### config.mk
export PLATFORM = sky130hd
export DESIGN_NAME = pipelined_cla_addsub_flat
export DESIGN_NICKNAME = d
export VERILOG_FILES = /design/src/rtl/pipelined_cla_addsub_if.sv /design/src/rtl/pipelined_cla_addsub.sv /design/src/flat_wrapper.sv
export SDC_FILE = /design/constraint.sdc
export NUM_CORES = 1
export LEC_CHECK = 0
export BUFFER_PORTS_ARGS = -buffer_cell sky130_fd_sc_hd__buf_2
export CAP_MARGIN = 25
export CORE_ASPECT_RATIO = 2
export CORE_MARGIN = 8
export CORE_UTILIZATION = 29
export DETAILED_ROUTE_END_ITERATION = 12
export GPL_ROUTABILITY_DRIVEN = 0
export HOLD_SLACK_MARGIN = 0.12
export PLACE_DENSITY = 0.6
export SYNTH_ARGS = -nofsm -noshare
export SYNTH_HDL_FRONTEND = slang
export SYNTH_SLANG_ARGS = --single-unit
### constraint.sdc
create_clock -name clk -period 3.5 [get_ports clk]
set_input_delay 0.35 -clock clk [delete_from_list [all_inputs] [get_ports clk]]
set_output_delay 0.35 -clock clk [all_outputs]
set_load 0.01 [all_outputs]
### src/rtl/pipelined_cla_addsub_if.sv
// pipelined_cla_addsub_if: operand and result stream bundle for pipelined_cla_addsub
interface pipelined_cla_addsub_if #(
    parameter int WIDTH = 16
);
    logic             in_valid, in_ready, in_sub, in_cin;
    logic [WIDTH-1:0] in_a, in_b, out_sum;
    logic             out_valid, out_ready, out_cout, out_ovf, out_zero;
    modport master (
        output in_valid, in_a, in_b, in_sub, in_cin, out_ready,
        input  in_ready, out_valid, out_sum, out_cout, out_ovf, out_zero
    );
    modport slave (
        input  in_valid, in_a, in_b, in_sub, in_cin, out_ready,
        output in_ready, out_valid, out_sum, out_cout, out_ovf, out_zero
    );
endinterface

### src/rtl/pipelined_cla_addsub.sv
// pipelined_cla_addsub: pipelined carry-lookahead adder/subtractor with valid/ready streams
module pipelined_cla_addsub #(
    parameter int WIDTH  = 16,
    parameter int GROUP  = 4,
    parameter int STAGES = 2
) (
    input logic                   clk,
    input logic                   rst,
    pipelined_cla_addsub_if.slave io_bus
);
    localparam int N  = WIDTH / GROUP / STAGES;
    localparam int SW = N * GROUP;
    for (genvar k = 0; k < STAGES; k++) begin : g_st
        // stage k sees only the still-unresolved high operand bits, resolved slice is the low SW of them
        localparam int RW = WIDTH - k * SW;
        logic [RW-1:0]       w_a, w_b;
        logic                w_c, w_v, w_adv, w_gg, w_gp;
        logic [SW-1:0]       w_p, w_g, w_sl, w_bc;
        logic [N:0]          w_gc;
        logic [(k+1)*SW-1:0] w_ns;
        logic                r_v, r_c;
        logic [(k+1)*SW-1:0] r_s;
        if (k == 0) begin : g_in
            assign w_v  = io_bus.in_valid;
            assign w_a  = io_bus.in_a;
            assign w_b  = io_bus.in_sub ? ~io_bus.in_b : io_bus.in_b;
            assign w_c  = io_bus.in_sub ^ io_bus.in_cin;
            assign w_ns = w_sl;
        end else begin : g_mid
            assign w_v  = g_st[k-1].r_v;
            assign w_a  = g_st[k-1].g_fw.r_a;
            assign w_b  = g_st[k-1].g_fw.r_b;
            assign w_c  = g_st[k-1].r_c;
            assign w_ns = {w_sl, g_st[k-1].r_s};
        end
        assign w_p  = w_a[SW-1:0] ^ w_b[SW-1:0];
        assign w_g  = w_a[SW-1:0] & w_b[SW-1:0];
        assign w_sl = w_p ^ w_bc;
        always_comb begin
            w_gc    = '0;
            w_bc    = '0;
            w_gg    = 1'b0;
            w_gp    = 1'b1;
            w_gc[0] = w_c;
            for (int j = 0; j < N; j++) begin
                w_gg = 1'b0;
                w_gp = 1'b1;
                for (int i = 0; i < GROUP; i++) begin
                    w_gg = w_g[j*GROUP+i] | (w_p[j*GROUP+i] & w_gg);
                    w_gp = w_gp & w_p[j*GROUP+i];
                end
                w_gc[j+1]     = w_gg | (w_gp & w_gc[j]);
                w_bc[j*GROUP] = w_gc[j];
                for (int i = 0; i < GROUP - 1; i++)
                    w_bc[j*GROUP+i+1] = w_g[j*GROUP+i] | (w_p[j*GROUP+i] & w_bc[j*GROUP+i]);
            end
        end
        always_ff @(posedge clk) begin
            if (rst) begin
                r_v <= 1'b0;
                r_c <= 1'b0;
                r_s <= '0;
            end else begin
                if (w_adv) r_v <= w_v;
                if (w_adv && w_v) begin
                    r_c <= w_gc[N];
                    r_s <= w_ns;
                end
            end
        end
        if (k == STAGES - 1) begin : g_out
            logic r_ovf, r_zero;
            assign w_adv = !r_v || io_bus.out_ready;
            always_ff @(posedge clk) begin
                if (rst) begin
                    r_ovf  <= 1'b0;
                    r_zero <= 1'b0;
                end else if (w_adv && w_v) begin
                    r_ovf  <= (w_a[RW-1] == w_b[RW-1]) && (w_ns[WIDTH-1] != w_a[RW-1]);
                    r_zero <= ~|w_ns;
                end
            end
        end else begin : g_fw
            logic [RW-SW-1:0] r_a, r_b;
            assign w_adv = !r_v || g_st[k+1].w_adv;
            always_ff @(posedge clk) begin
                if (rst) begin
                    r_a <= '0;
                    r_b <= '0;
                end else if (w_adv && w_v) begin
                    r_a <= w_a[RW-1:SW];
                    r_b <= w_b[RW-1:SW];
                end
            end
        end
    end
    assign io_bus.in_ready  = g_st[0].w_adv;
    assign io_bus.out_valid = g_st[STAGES-1].r_v;
    assign io_bus.out_sum   = g_st[STAGES-1].r_s;
    assign io_bus.out_cout  = g_st[STAGES-1].r_c;
    assign io_bus.out_ovf   = g_st[STAGES-1].g_out.r_ovf;
    assign io_bus.out_zero  = g_st[STAGES-1].g_out.r_zero;
endmodule

### src/flat_wrapper.sv
// flat-port wrapper written by rule: the top's interface ports become plain ports
module pipelined_cla_addsub_flat 
#(
    parameter int WIDTH  = 16,
    parameter int GROUP  = 4,
    parameter int STAGES = 2
)
  (clk, rst, io_bus_in_valid, io_bus_in_a, io_bus_in_b, io_bus_in_sub, io_bus_in_cin, io_bus_out_ready, io_bus_in_ready, io_bus_out_valid, io_bus_out_sum, io_bus_out_cout, io_bus_out_ovf, io_bus_out_zero);
  pipelined_cla_addsub_if #(.WIDTH(WIDTH)) io_bus_i ();
  input logic clk;
  input logic rst;
  input wire logic [$bits(io_bus_i.in_valid)-1:0] io_bus_in_valid;
  input wire logic [$bits(io_bus_i.in_a)-1:0] io_bus_in_a;
  input wire logic [$bits(io_bus_i.in_b)-1:0] io_bus_in_b;
  input wire logic [$bits(io_bus_i.in_sub)-1:0] io_bus_in_sub;
  input wire logic [$bits(io_bus_i.in_cin)-1:0] io_bus_in_cin;
  input wire logic [$bits(io_bus_i.out_ready)-1:0] io_bus_out_ready;
  output wire logic [$bits(io_bus_i.in_ready)-1:0] io_bus_in_ready;
  output wire logic [$bits(io_bus_i.out_valid)-1:0] io_bus_out_valid;
  output wire logic [$bits(io_bus_i.out_sum)-1:0] io_bus_out_sum;
  output wire logic [$bits(io_bus_i.out_cout)-1:0] io_bus_out_cout;
  output wire logic [$bits(io_bus_i.out_ovf)-1:0] io_bus_out_ovf;
  output wire logic [$bits(io_bus_i.out_zero)-1:0] io_bus_out_zero;
  assign io_bus_i.in_valid = io_bus_in_valid;
  assign io_bus_i.in_a = io_bus_in_a;
  assign io_bus_i.in_b = io_bus_in_b;
  assign io_bus_i.in_sub = io_bus_in_sub;
  assign io_bus_i.in_cin = io_bus_in_cin;
  assign io_bus_i.out_ready = io_bus_out_ready;
  assign io_bus_in_ready = io_bus_i.in_ready;
  assign io_bus_out_valid = io_bus_i.out_valid;
  assign io_bus_out_sum = io_bus_i.out_sum;
  assign io_bus_out_cout = io_bus_i.out_cout;
  assign io_bus_out_ovf = io_bus_i.out_ovf;
  assign io_bus_out_zero = io_bus_i.out_zero;
  pipelined_cla_addsub #(.WIDTH(WIDTH), .GROUP(GROUP), .STAGES(STAGES)) u_core (.clk(clk), .rst(rst), .io_bus(io_bus_i));
endmodule
==> results of run 1 <==
==> metrics by stage <==
step | instances | setup slack, ns | util (%) | instance area (µm²)
final | 441 | 0.289 | 35.5 | 3030
after global routing | 441 | 0.0855 | 35.5 | 3030
after CTS | 441 | 0.277 | 35.5 | 3030
after detailed placement | 433 | 0.287 | 33.6 | 2860
after global placement | 433 | 0.337 | 33.6 | 2860
after floorplan | 286 | 0.396 | - | 2500
==> state kept, by name, summed over array words and instances, names as in the netlist <==
| name | flops |
|---|---|
| u_core.io_bus.out_sum | 16 |
| u_core.g_st.r_v | 1 |
| u_core.g_st.g_fw.r_b | 8 |
| u_core.g_st.g_fw.r_a | 8 |
| u_core.io_bus.out_ovf | 1 |
| u_core.io_bus.out_valid | 1 |
| u_core.g_st.r_s | 8 |
| u_core.g_st.r_c | 1 |
| u_core.io_bus.out_cout | 1 |
| u_core.io_bus.out_zero | 1 |
==> final timing paths <==
kind | from | to | slack (ns) | cells past startpoint
worst max-delay path | u_core.g_st[0].g_fw.r_b[0]$_SDFFE_PP0P_ | u_core.io_bus.out_zero$_SDFFE_PP0P_ | 0.29 | 10
worst min-delay path | io_bus_in_a[9] | u_core.g_st[0].g_fw.r_a[1]$_SDFFE_PP0P_ | 0.30 | 3
worst max register to register | u_core.g_st[0].g_fw.r_b[0]$_SDFFE_PP0P_ | u_core.io_bus.out_zero$_SDFFE_PP0P_ | 0.29 | 10
worst min register to register | u_core.io_bus.out_sum[5]$_SDFFE_PP0P_ | u_core.io_bus.out_sum[5]$_SDFFE_PP0P_ | 0.45 | 2
==> per-layer routing <==
layer  GRT usage [%]  part of all wire [%]  routed length [µm]
met1            8.71                    33                2010
met2            21.9                    61                3740
met3            2.02                   3.5                 217
met4            6.37                   3.3                 206
met5               0                     0                   0
==> cells in the mapped netlist, types with 2 or more instances <==
cell / n / area share [%]
nand2_1: 55 / 8.3
dfxtp_1: 46 / 37
a21oi_1: 31 / 6.2
nor2_1: 23 / 3.5
inv_1: 22 / 3.3
a211oi_1: 17 / 5.1
ha_1: 16 / 8.0
fa_1: 12 / 9.6
xor2_1: 12 / 4.2
xnor2_1: 10 / 3.5
clkbuf_1: 6 / 0.90
buf_2: 5 / 1.0
a21o_1: 3 / 0.90
o21ai_0: 3 / 0.60
and2_1: 2 / 0.50
buf_6: 2 / 0.90
nand4_1: 2 / 0.50
nor3_1: 2 / 0.40
o211ai_1: 2 / 0.60
==> tightest hold or removal path: stages <==
cell     delay, ns
buf_2         0.09
nand2_1       0.04
a21oi_1       0.05
==> cell families (layout without fill, tap and decap cells) <==
logic type / count (synthesis) / after routing / synth area share [%]
AND/OR/NAND/NOR: 92 / 92 / 15.9
XOR/XNOR: 22 / 22 / 7.71
adder cells (fa/ha/maj): 28 / 28 / 17.6
AO/OA/AOI/OAI: 60 / 60 / 14.9
multiplexers: 1 / 1 / 0.401
buffers and inverters: 37 / 92 / 6.56
flip-flops: 46 / 46 / 36.9
==> power groups by stage <==
| stage | sequential (mW) | clock [mW] | combinational (mW) |
|---|---|---|---|
| after global placement | 0.602 | 0 | 0.272 |
| final | 0.591 | 0.528 | 0.276 |
| after CTS | 0.592 | 0.542 | 0.283 |
| after floorplan | 0.601 | 0 | 0.190 |
| after global routing | 0.595 | 0.560 | 0.314 |
| after detailed placement | 0.603 | 0 | 0.282 |
==> layout make-up <==
class,instances,area [µm²],share of cell area [%]
repair buffers,62,320,10.6
inverters,22,82.6,2.73
well taps,100,125,4.13
flip-flops and latches,46,921,30.4
clock inverters,2,37.5,1.24
clock buffers,6,129,4.25
multi-input cells,203,1410,46.7
==> qor.yml, run 1 <==
routing:
  routed-via-count: 2028
  first_iter_violations: 79
  firstDrtPassIters: 6
  antenna_left: 0
  wl_um: 6170
  via_per_inst: 4.60
  wire_per_inst_um: 14.0
  drcViolationCount: 0
global_routing:
  grt_max_degree: 25
  antenna_found_initial: 0
  grt_pass1_vias: 2153
  track_usage_pct: 10.8
  gr-total-overflow: 0
  grt_pass1_wl_um: 9930
critical_path:
  crit_family: "adder cells"
  critPathLaunchType: "register"
  worstPathArrival_ns: 3.43
  worstSetupPathType: "reg -> reg"
  path_cells: "ha_1 > a21o_1 > a21oi_1 > o21ai_0 > fa_1 > fa_1 > fa_1 > nor4_2 > nand4_1 > a21oi_1"
  crit_fanout: 2
  critPathMaxStageDelay_ns: 0.54
  crit_buf_inv: 0
  endpoint_kind: "register"
  critPathSlowestCell: "fa_1"
  cp_common_cell: "fa_1"
  crit_required_ns: 3.72
sta:
  slew_viol_final: 0
  finalHoldViolations: 0
  fin_worst_skew_ns: 0.00518
  final.min_clock_period_ns: 3.21
  tns_ns: 0
  fin_crit_sh_pct: 91.7
  finalSetupViolCount: 0
  tightest_slew_ns: 0.668
  fmax_mhz: 311
  holdWs_ns: 0.303
  relSlewSlack_pct: 55.5
  rsz0062_at_grt: "no"
clock_tree:
  cts_made_buffers: 5
  cts_sinks: 46
  htree_levels: 2
  ctsRootBufferMaster: "clkbuf_16"
  clock_latency_ns: 0.29
  cts.repair.resized: 0
  clkTransAtPathRegs_ns: 0.06
  cts_setup_buffers: 0
  cts_tree: "done"
  ctsHoldBuffers: 0
  cts_buffer_depth: 2
synthesis:
  synth_nets: 352
  postSynthCellCount: 286
  synth_flop_cell: "dfxtp_1"
  ys_seq_area_share_pct: 36.9
  synth-edff-count: 0
  synth-seq-cells: 46
  yosysWarningCount: 0
  syn-cell-area_um2: 2500
  synth_cell_types: 34
  ys_async_sr_fraction_pct: 0
  avgSynthCellArea_um2: 8.74
pwr:
  peakVddDrop_uv: 210
  p_int_mw: 1.02
  power_frac_seq_pct: 42.4
  switchingPower_mw: 0.372
  combPwrFrac_pct: 19.8
  p_leak_nw: 1.39
  power_frac_clock_pct: 37.8
  swShare_pct: 26.7
  total_power_mw: 1.39
  powerDensity_nw_per_um2: 460
layout:
  antenna_cells: 0
  final_cell_mix: "buf_2, nand2_1, dfxtp_1"
  drive_gt1_share_pct: 21.1
  fillers: 915
  layout_commonest_cell: "buf_2"
  syn_to_final_growth_pct: 21.2
  nets: 406
die:
  die_w_um: 81.6
  die-area_um2: 12000
  rows: 48
  ios: 59
  die_h_um: 147
  start_util_pct: 29.3
  coreArea_um2: 8530
placement:
  numPortBuffers: 58
  dp_hpwl_um: 5330
worst_hold_path:
  worstHoldPathType: "in -> reg"
run:
  cap_violations: 0
outcome:
  status: "finished clean"
(Power assumes the default switching activity.)
==> run 2: changes to the inputs <==
--- a/config.mk
+++ b/config.mk
@@ -14,6 +14,7 @@
 export GPL_ROUTABILITY_DRIVEN = 0
 export HOLD_SLACK_MARGIN = 0.12
 export PLACE_DENSITY = 0.6
+export REMOVE_ABC_BUFFERS = 1
 export SYNTH_ARGS = -nofsm -noshare
 export SYNTH_HDL_FRONTEND = slang
 export SYNTH_SLANG_ARGS = --single-unit
==> run 2 against run 1 <==
Compared with the run above:
- clock skew is 0.0011 ns lower
- clock power shrank 10%
- power is 4.0% lower
- flip-flop and latch count unchanged
- first-iteration DRC count rose by 22%
- combinational power shrank 2%
- sequential power barely moved
- highest routed layer unchanged
- largest power group unchanged
- final cell count decreased by 0.23%
- count of clock-buffer cells in the layout unchanged
- critical path depth unchanged
==> qor.yml, run 2 (synthesis results as in run 1) <==
routing:
  first_iter_violations: 96  # was 79
  drcViolationCount: 0  # unchanged
  wl_met2_um: 3410  # was 3740 µm
  via_per_inst: 4.63  # was 4.60
  wl_um: 6010  # was 6170 µm
  topRoutingLayerUsed: "met4"  # unchanged
  wl_met3_um: 403  # was 217 µm
  wire_per_inst_um: 13.7  # was 14.0 µm
  routed-via-count: 2036  # was 2028
  antenna_left: 0  # unchanged
  firstDrtPassIters: 4  # was 6
  wl_met1_um: 2070  # was 2010 µm
die:
  die-area_um2: 12000  # unchanged
  start_util_pct: 29.3  # unchanged
  coreArea_um2: 8530  # unchanged
  die_w_um: 81.6  # unchanged
  rows: 48  # unchanged
  ios: 59  # unchanged
  die_h_um: 147  # unchanged
layout:
  drive_gt1_share_pct: 21.2  # was 21.1%
  multi_input_area_um2: 1410  # unchanged
  fillers: 935  # was 915
  largest_reg_flops: 16  # unchanged
  layoutNonFillerInstCount: 440  # was 441
  final_cell_mix: "buf_2, nand2_1, dfxtp_1"  # unchanged
  antenna_cells: 0  # unchanged
  nets: 405  # was 406
  syn_to_final_growth_pct: 20.6  # was 21.2%
  seq_area_um2: 921  # unchanged
  layout_commonest_cell: "buf_2"  # unchanged
pwr:
  powerDensity_nw_per_um2: 444  # was 460 nW/µm²
  p_leak_nw: 1.38  # was 1.39 nW
  peakVddDrop_uv: 182  # was 210 µV
clock_tree:
  htree_levels: 2  # unchanged
  clkTransAtPathRegs_ns: 0.06  # about the same
  cts.repair.resized: 0  # unchanged
  ctsRootBufferMaster: "clkbuf_16"  # unchanged
  cts_made_buffers: 5  # unchanged
  cts_tree: "done"  # unchanged
  cts_setup_buffers: 0  # unchanged
  ctsHoldBuffers: 0  # unchanged
  cts_buffer_depth: 2  # unchanged
  clock_latency_ns: 0.29  # about the same
  cts_sinks: 46  # unchanged
critical_path:
  rrSetupSlack_ns: 0.31  # was 0.29 ns
  worstPathArrival_ns: 3.41  # was 3.43 ns
  endpoint_kind: "register"  # unchanged
  endpoint: "u_core.io_bus.out_zero$_SDFFE_PP0P_"  # unchanged
  r2r_start: "u_core.g_st[0].g_fw.r_b[0]$_SDFFE_PP0P_"  # unchanged
  crit_fanout: 2  # unchanged
  worstSetupPathType: "reg -> reg"  # unchanged
  critPathMaxStageDelay_ns: 0.53  # was 0.54 ns
  r2r_cells: 10  # unchanged
  crit_required_ns: 3.72  # about the same
  critPathSlowestCell: "fa_1"  # unchanged
  regToRegEndpoint: "u_core.io_bus.out_zero$_SDFFE_PP0P_"  # unchanged
  worstSetupStartpoint: "u_core.g_st[0].g_fw.r_b[0]$_SDFFE_PP0P_"  # unchanged
  cp_common_cell: "fa_1"  # unchanged
  critPathLaunchType: "register"  # unchanged
  path_cells: "ha_1 > a21o_1 > a21oi_1 > o21ai_0 > fa_1 > fa_1 > fa_1 > nor4_2 > nand4_1 > a21oi_1"  # unchanged
sta:
  fin_worst_skew_ns: 0.00411  # was 0.00518 ns
  fin_crit_sh_pct: 91.0  # was 91.7%
  fmax_mhz: 314  # was 311 MHz
  rsz0062_at_grt: "no"  # unchanged
  relSlewSlack_pct: 54.6  # was 55.5%
  tightest_slew_ns: 0.681  # was 0.668 ns
  slew_viol_final: 0  # unchanged
  finalHoldViolations: 0  # unchanged
  final.min_clock_period_ns: 3.19  # was 3.21 ns
  tns_ns: 0  # unchanged
  finalSetupViolCount: 0  # unchanged
placement:
  numPortBuffers: 58  # unchanged
  dp_hpwl_um: 5030  # was 5330 µm
  place_inst: 432  # was 433
worst_hold_path:
  worstHoldPathType: "in -> reg"  # unchanged
global_routing:
  grt_pass1_vias: 2079  # was 2153
  gr-total-overflow: 0  # unchanged
  grt_pass1_wl_um: 9650  # was 9930 µm
  antenna_found_initial: 0  # unchanged
  track_usage_pct: 10.3  # was 10.8%
  grt_max_degree: 34  # was 25
outcome:
  status: "finished clean"  # unchanged
run:
  cap_violations: 0  # unchanged
[run 2: cell types whose count changed in the layout (fill, tap and decap cells not counted)]
cell / previous run / this run
buf_4: 4 / 2
buf_8: 0 / 1
bufinv_16: 1 / 0
clkbuf_1: 1 / 0
clkbuf_8: 0 / 1
clkinv_2: 0 / 1
[run 2: power by group]
part           internal [mW]  switching [mW]
Sequential             0.562          0.0303
Clock                  0.282           0.192
Combinational          0.124           0.147
Total                  0.968           0.370
[run 2: worst min path at each step]
stage,start,to,slack [ns],cells after the start
after floorplan,rst,u_core.g_st[0].g_fw.r_a[0]$_SDFFE_PP0P_,0.42,1
final,io_bus_in_a[11],u_core.g_st[0].g_fw.r_a[3]$_SDFFE_PP0P_,0.30,3
after CTS,io_bus_in_a[11],u_core.g_st[0].g_fw.r_a[3]$_SDFFE_PP0P_,0.29,3
after detailed placement,u_core.io_bus.out_sum[2]$_SDFFE_PP0P_,u_core.io_bus.out_sum[2]$_SDFFE_PP0P_,0.44,2
after global routing,io_bus_in_a[10],u_core.g_st[0].g_fw.r_a[2]$_SDFFE_PP0P_,0.30,3
after global placement,u_core.io_bus.out_sum[10]$_SDFFE_PP0P_,u_core.io_bus.out_sum[10]$_SDFFE_PP0P_,0.44,2
[run 2: cell type report]
class / instances / share of cell area, %
clock buffers: 6 / 4.61
clock inverters: 2 / 0.415
inverters: 22 / 2.74
multi-input cells: 203 / 46.9
flip-flops and latches: 46 / 30.6
well taps: 100 / 4.15
repair buffers: 61 / 10.6
[run 2: routing by layer]
metal | vias up | GRT usage (%)
li1 | 1050 | -
met1 | 941 | 9.43
met2 | 38 | 19.4
met3 | 7 | 3.06
met4 | 0 | 4.60
met5 | - | 0
[run 2: stage by stage]
step	utilization (%)	hold slack, ns	power [mW]	setup slack (ns)	area, µm²
global placement	33.4	0.443	0.874	0.392	2850
global route	35.3	0.304	1.42	0.120	3010
CTS	35.3	0.294	1.36	0.278	3010
floorplan	-	0.419	0.773	0.488	2420
finish	35.3	0.303	1.34	0.315	3010
detailed placement	33.6	0.445	0.883	0.314	2860
[run 2: critical path: cells and delay by family, from the launching register on]
kind | cells | cell delay [ns]
compound gates | 4 | 0.67
flops | 1 | 0.32
fa+ha+maj | 4 | 1.75
simple gates | 2 | 0.37
==> run 3: changes to the inputs <==
--- a/config.mk
+++ b/config.mk
@@ -7,14 +7,18 @@
 export LEC_CHECK = 0
 export BUFFER_PORTS_ARGS = -buffer_cell sky130_fd_sc_hd__buf_2
 export CAP_MARGIN = 25
+export CELL_PAD_IN_SITES_DETAIL_PLACEMENT = 1
+export CELL_PAD_IN_SITES_GLOBAL_PLACEMENT = 1
 export CORE_ASPECT_RATIO = 2
 export CORE_MARGIN = 8
 export CORE_UTILIZATION = 29
 export DETAILED_ROUTE_END_ITERATION = 12
 export GPL_ROUTABILITY_DRIVEN = 0
+export GPL_TIMING_DRIVEN = 0
 export HOLD_SLACK_MARGIN = 0.12
-export PLACE_DENSITY = 0.6
+export PLACE_DENSITY = 0.73
 export REMOVE_ABC_BUFFERS = 1
+export SKIP_CTS_REPAIR_TIMING = 1
 export SYNTH_ARGS = -nofsm -noshare
 export SYNTH_HDL_FRONTEND = slang
 export SYNTH_SLANG_ARGS = --single-unit
==> run 3 against run 2 <==
Compared with the run above:
- clock power about the same
- critical path depth is the same
- final cell count down 0.45%
- clock skew about the same
- via count increased by 1.8%
- setup slack lost 0.12 ns
- largest cell class unchanged
==> qor.yml, run 3 (synthesis results as in run 1) <==
critical_path:
  crit_required_ns: 3.72  # about the same
  endpoint_kind: "register"  # unchanged
  path_cells: "ha_1 > a21o_1 > a21oi_1 > o21ai_0 > fa_1 > fa_1 > fa_1 > nor4_2 > nand4_1 > a21oi_1"  # unchanged
  r2r_cells: 10  # unchanged
  worstPathArrival_ns: 3.53  # was 3.41 ns
  crit_fanout: 3  # was 2
  crit_buf_inv: 0  # unchanged
  critPathLaunchType: "register"  # unchanged
  critPathMaxStageDelay_ns: 0.54  # was 0.53 ns
  r2r_start: "u_core.g_st[0].g_fw.r_a[0]$_SDFFE_PP0P_"  # was u_core.g_st[0].g_fw.r_b[0]$_SDFFE_PP0P_
  crit_cells: 10  # unchanged
  crit_family: "adder cells"  # unchanged
  critPathSlowestCell: "fa_1"  # unchanged
  worstSetupStartpoint: "u_core.g_st[0].g_fw.r_a[0]$_SDFFE_PP0P_"  # was u_core.g_st[0].g_fw.r_b[0]$_SDFFE_PP0P_
  cp_common_cell: "fa_1"  # unchanged
  worstSetupPathType: "reg -> reg"  # unchanged
layout:
  multi_input_area_um2: 1410  # unchanged
  final_cell_mix: "buf_2, nand2_1, dfxtp_1"  # unchanged
  syn_to_final_growth_pct: 19.8  # was 20.6%
  layout_commonest_cell: "buf_2"  # unchanged
  fillers: 1055  # was 935
  post-route-cell-area_um2: 2990  # was 3010 µm²
  nets: 403  # was 405
  largest_reg_flops: 16  # unchanged
  antenna_cells: 0  # unchanged
  seq_area_um2: 921  # unchanged
  drive_gt1_share_pct: 20.7  # was 21.2%
global_routing:
  grt_max_degree: 48  # was 34
  antenna_found_initial: 0  # unchanged
  gr-total-overflow: 0  # unchanged
  grt_pass1_wl_um: 10600  # was 9650 µm
  track_usage_pct: 11.3  # was 10.3%
  grt_pass1_vias: 2257  # was 2079
sta:
  final.min_clock_period_ns: 3.31  # was 3.19 ns
  fin_worst_skew_ns: 0.00430  # was 0.00411 ns
  fin_crit_sh_pct: 94.6  # was 91.0%
  finalSetupViolCount: 0  # unchanged
  slew_viol_final: 0  # unchanged
  setup_slack_ns: 0.191  # was 0.315 ns
  tightest_slew_ns: 0.831  # was 0.681 ns
  relSlewSlack_pct: 44.6  # was 54.6%
  fmax_mhz: 302  # was 314 MHz
  rsz0062_at_grt: "no"  # unchanged
  finalHoldViolations: 0  # unchanged
  tns_ns: 0  # unchanged
die:
  coreArea_um2: 8530  # unchanged
  start_util_pct: 29.3  # unchanged
  ios: 59  # unchanged
  rows: 48  # unchanged
  die-area_um2: 12000  # unchanged
  die_h_um: 147  # unchanged
  die_w_um: 81.6  # unchanged
run:
  cap_violations: 0  # unchanged
placement:
  dp_hpwl_um: 5290  # was 5030 µm
  placed_area_um2: 2850  # was 2860 µm²
  pre_cts_slack_ns: -0.0261  # was 0.314 ns
  numPortBuffers: 58  # unchanged
routing:
  wire_per_inst_um: 14.8  # was 13.7 µm
  antenna_left: 0  # unchanged
  firstDrtPassIters: 4  # unchanged
  drcViolationCount: 0  # unchanged
  first_iter_violations: 71  # was 96
  routed-via-count: 2072  # was 2036
  via_per_inst: 4.73  # was 4.63
  wl_um: 6480  # was 6010 µm
worst_hold_path:
  hold_depth: 3  # unchanged
  worstHoldPathType: "in -> reg"  # unchanged
  worst_hold_startpoint: "io_bus_in_a[13]"  # was io_bus_in_a[11]
pwr:
  peakVddDrop_uv: 195  # was 182 µV
  p_leak_nw: 1.37  # was 1.38 nW
  powerDensity_nw_per_um2: 450  # was 444 nW/µm²
  total_power_mw: 1.35  # was 1.34 mW
clock_tree:
  clock_latency_ns: 0.29  # about the same
  htree_levels: 2  # unchanged
  cts_buffer_depth: 2  # unchanged
  cts_sinks: 46  # unchanged
  cts_made_buffers: 5  # unchanged
  ctsRootBufferMaster: "clkbuf_16"  # unchanged
  clkTransAtPathRegs_ns: 0.07  # was 0.06 ns
  cts_tree: "done"  # unchanged
outcome:
  status: "finished clean"  # unchanged
## run 3: cell types whose count changed in the layout (fill, tap and decap cells not counted)
cell      delta
clkbuf_8     -1
clkinv_4     +1
buf_4        -2
## run 3: layer usage
layer / track usage (%) / wire length [µm] / vias to the layer above / share of wire [%]
li1: - / - / 1044 / -
met1: 10.9 / 2250 / 982 / 35
met2: 21.1 / 3720 / 38 / 57
met3: 2.82 / 379 / 8 / 5.9
met4: 4.60 / 124 / 0 / 1.9
met5: 0 / 0 / - / 0
## run 3: final cells by class
type	count	share of cell area [%]
Clock buffer	5	4.18
Clock inverter	3	0.710
Inverter	22	2.76
Multi-Input combinational cell	203	47.2
Sequential cell	46	30.8
Tap cell	100	4.18
Timing Repair Buffer	59	10.2
## run 3: path summary, 6_finish.rpt
path                                                           endpoint  slack, ns
worst min register to register      u_core.io_bus.out_zero$_SDFFE_PP0P_       0.45
worst min-delay path            u_core.g_st[0].g_fw.r_a[5]$_SDFFE_PP0P_       0.30
worst max-delay path                u_core.io_bus.out_zero$_SDFFE_PP0P_       0.19
worst max register to register      u_core.io_bus.out_zero$_SDFFE_PP0P_       0.19
## run 3: tightest hold or removal path: stages
cell     delay (ns)
buf_2          0.10
nand2_1        0.05
a21oi_1        0.05
## run 3: stage by stage
step           hold WS [ns]  instances  utilization [%]
3_3_place_gp          0.442        429             33.2
4_1_cts               0.294        438             35.1
2_1_floorplan         0.419        271                -
3_5_place_dp          0.444        430             33.4
6_report              0.300        438             35.1
5_1_grt               0.305        438             35.1
## run 3: power by group
part           switching [mW]  internal, mW  leakage, nW  total, mW
Sequential             0.0284         0.562        0.378      0.590
Clock                   0.212         0.265       0.0698      0.476
Combinational           0.157         0.125        0.922      0.282
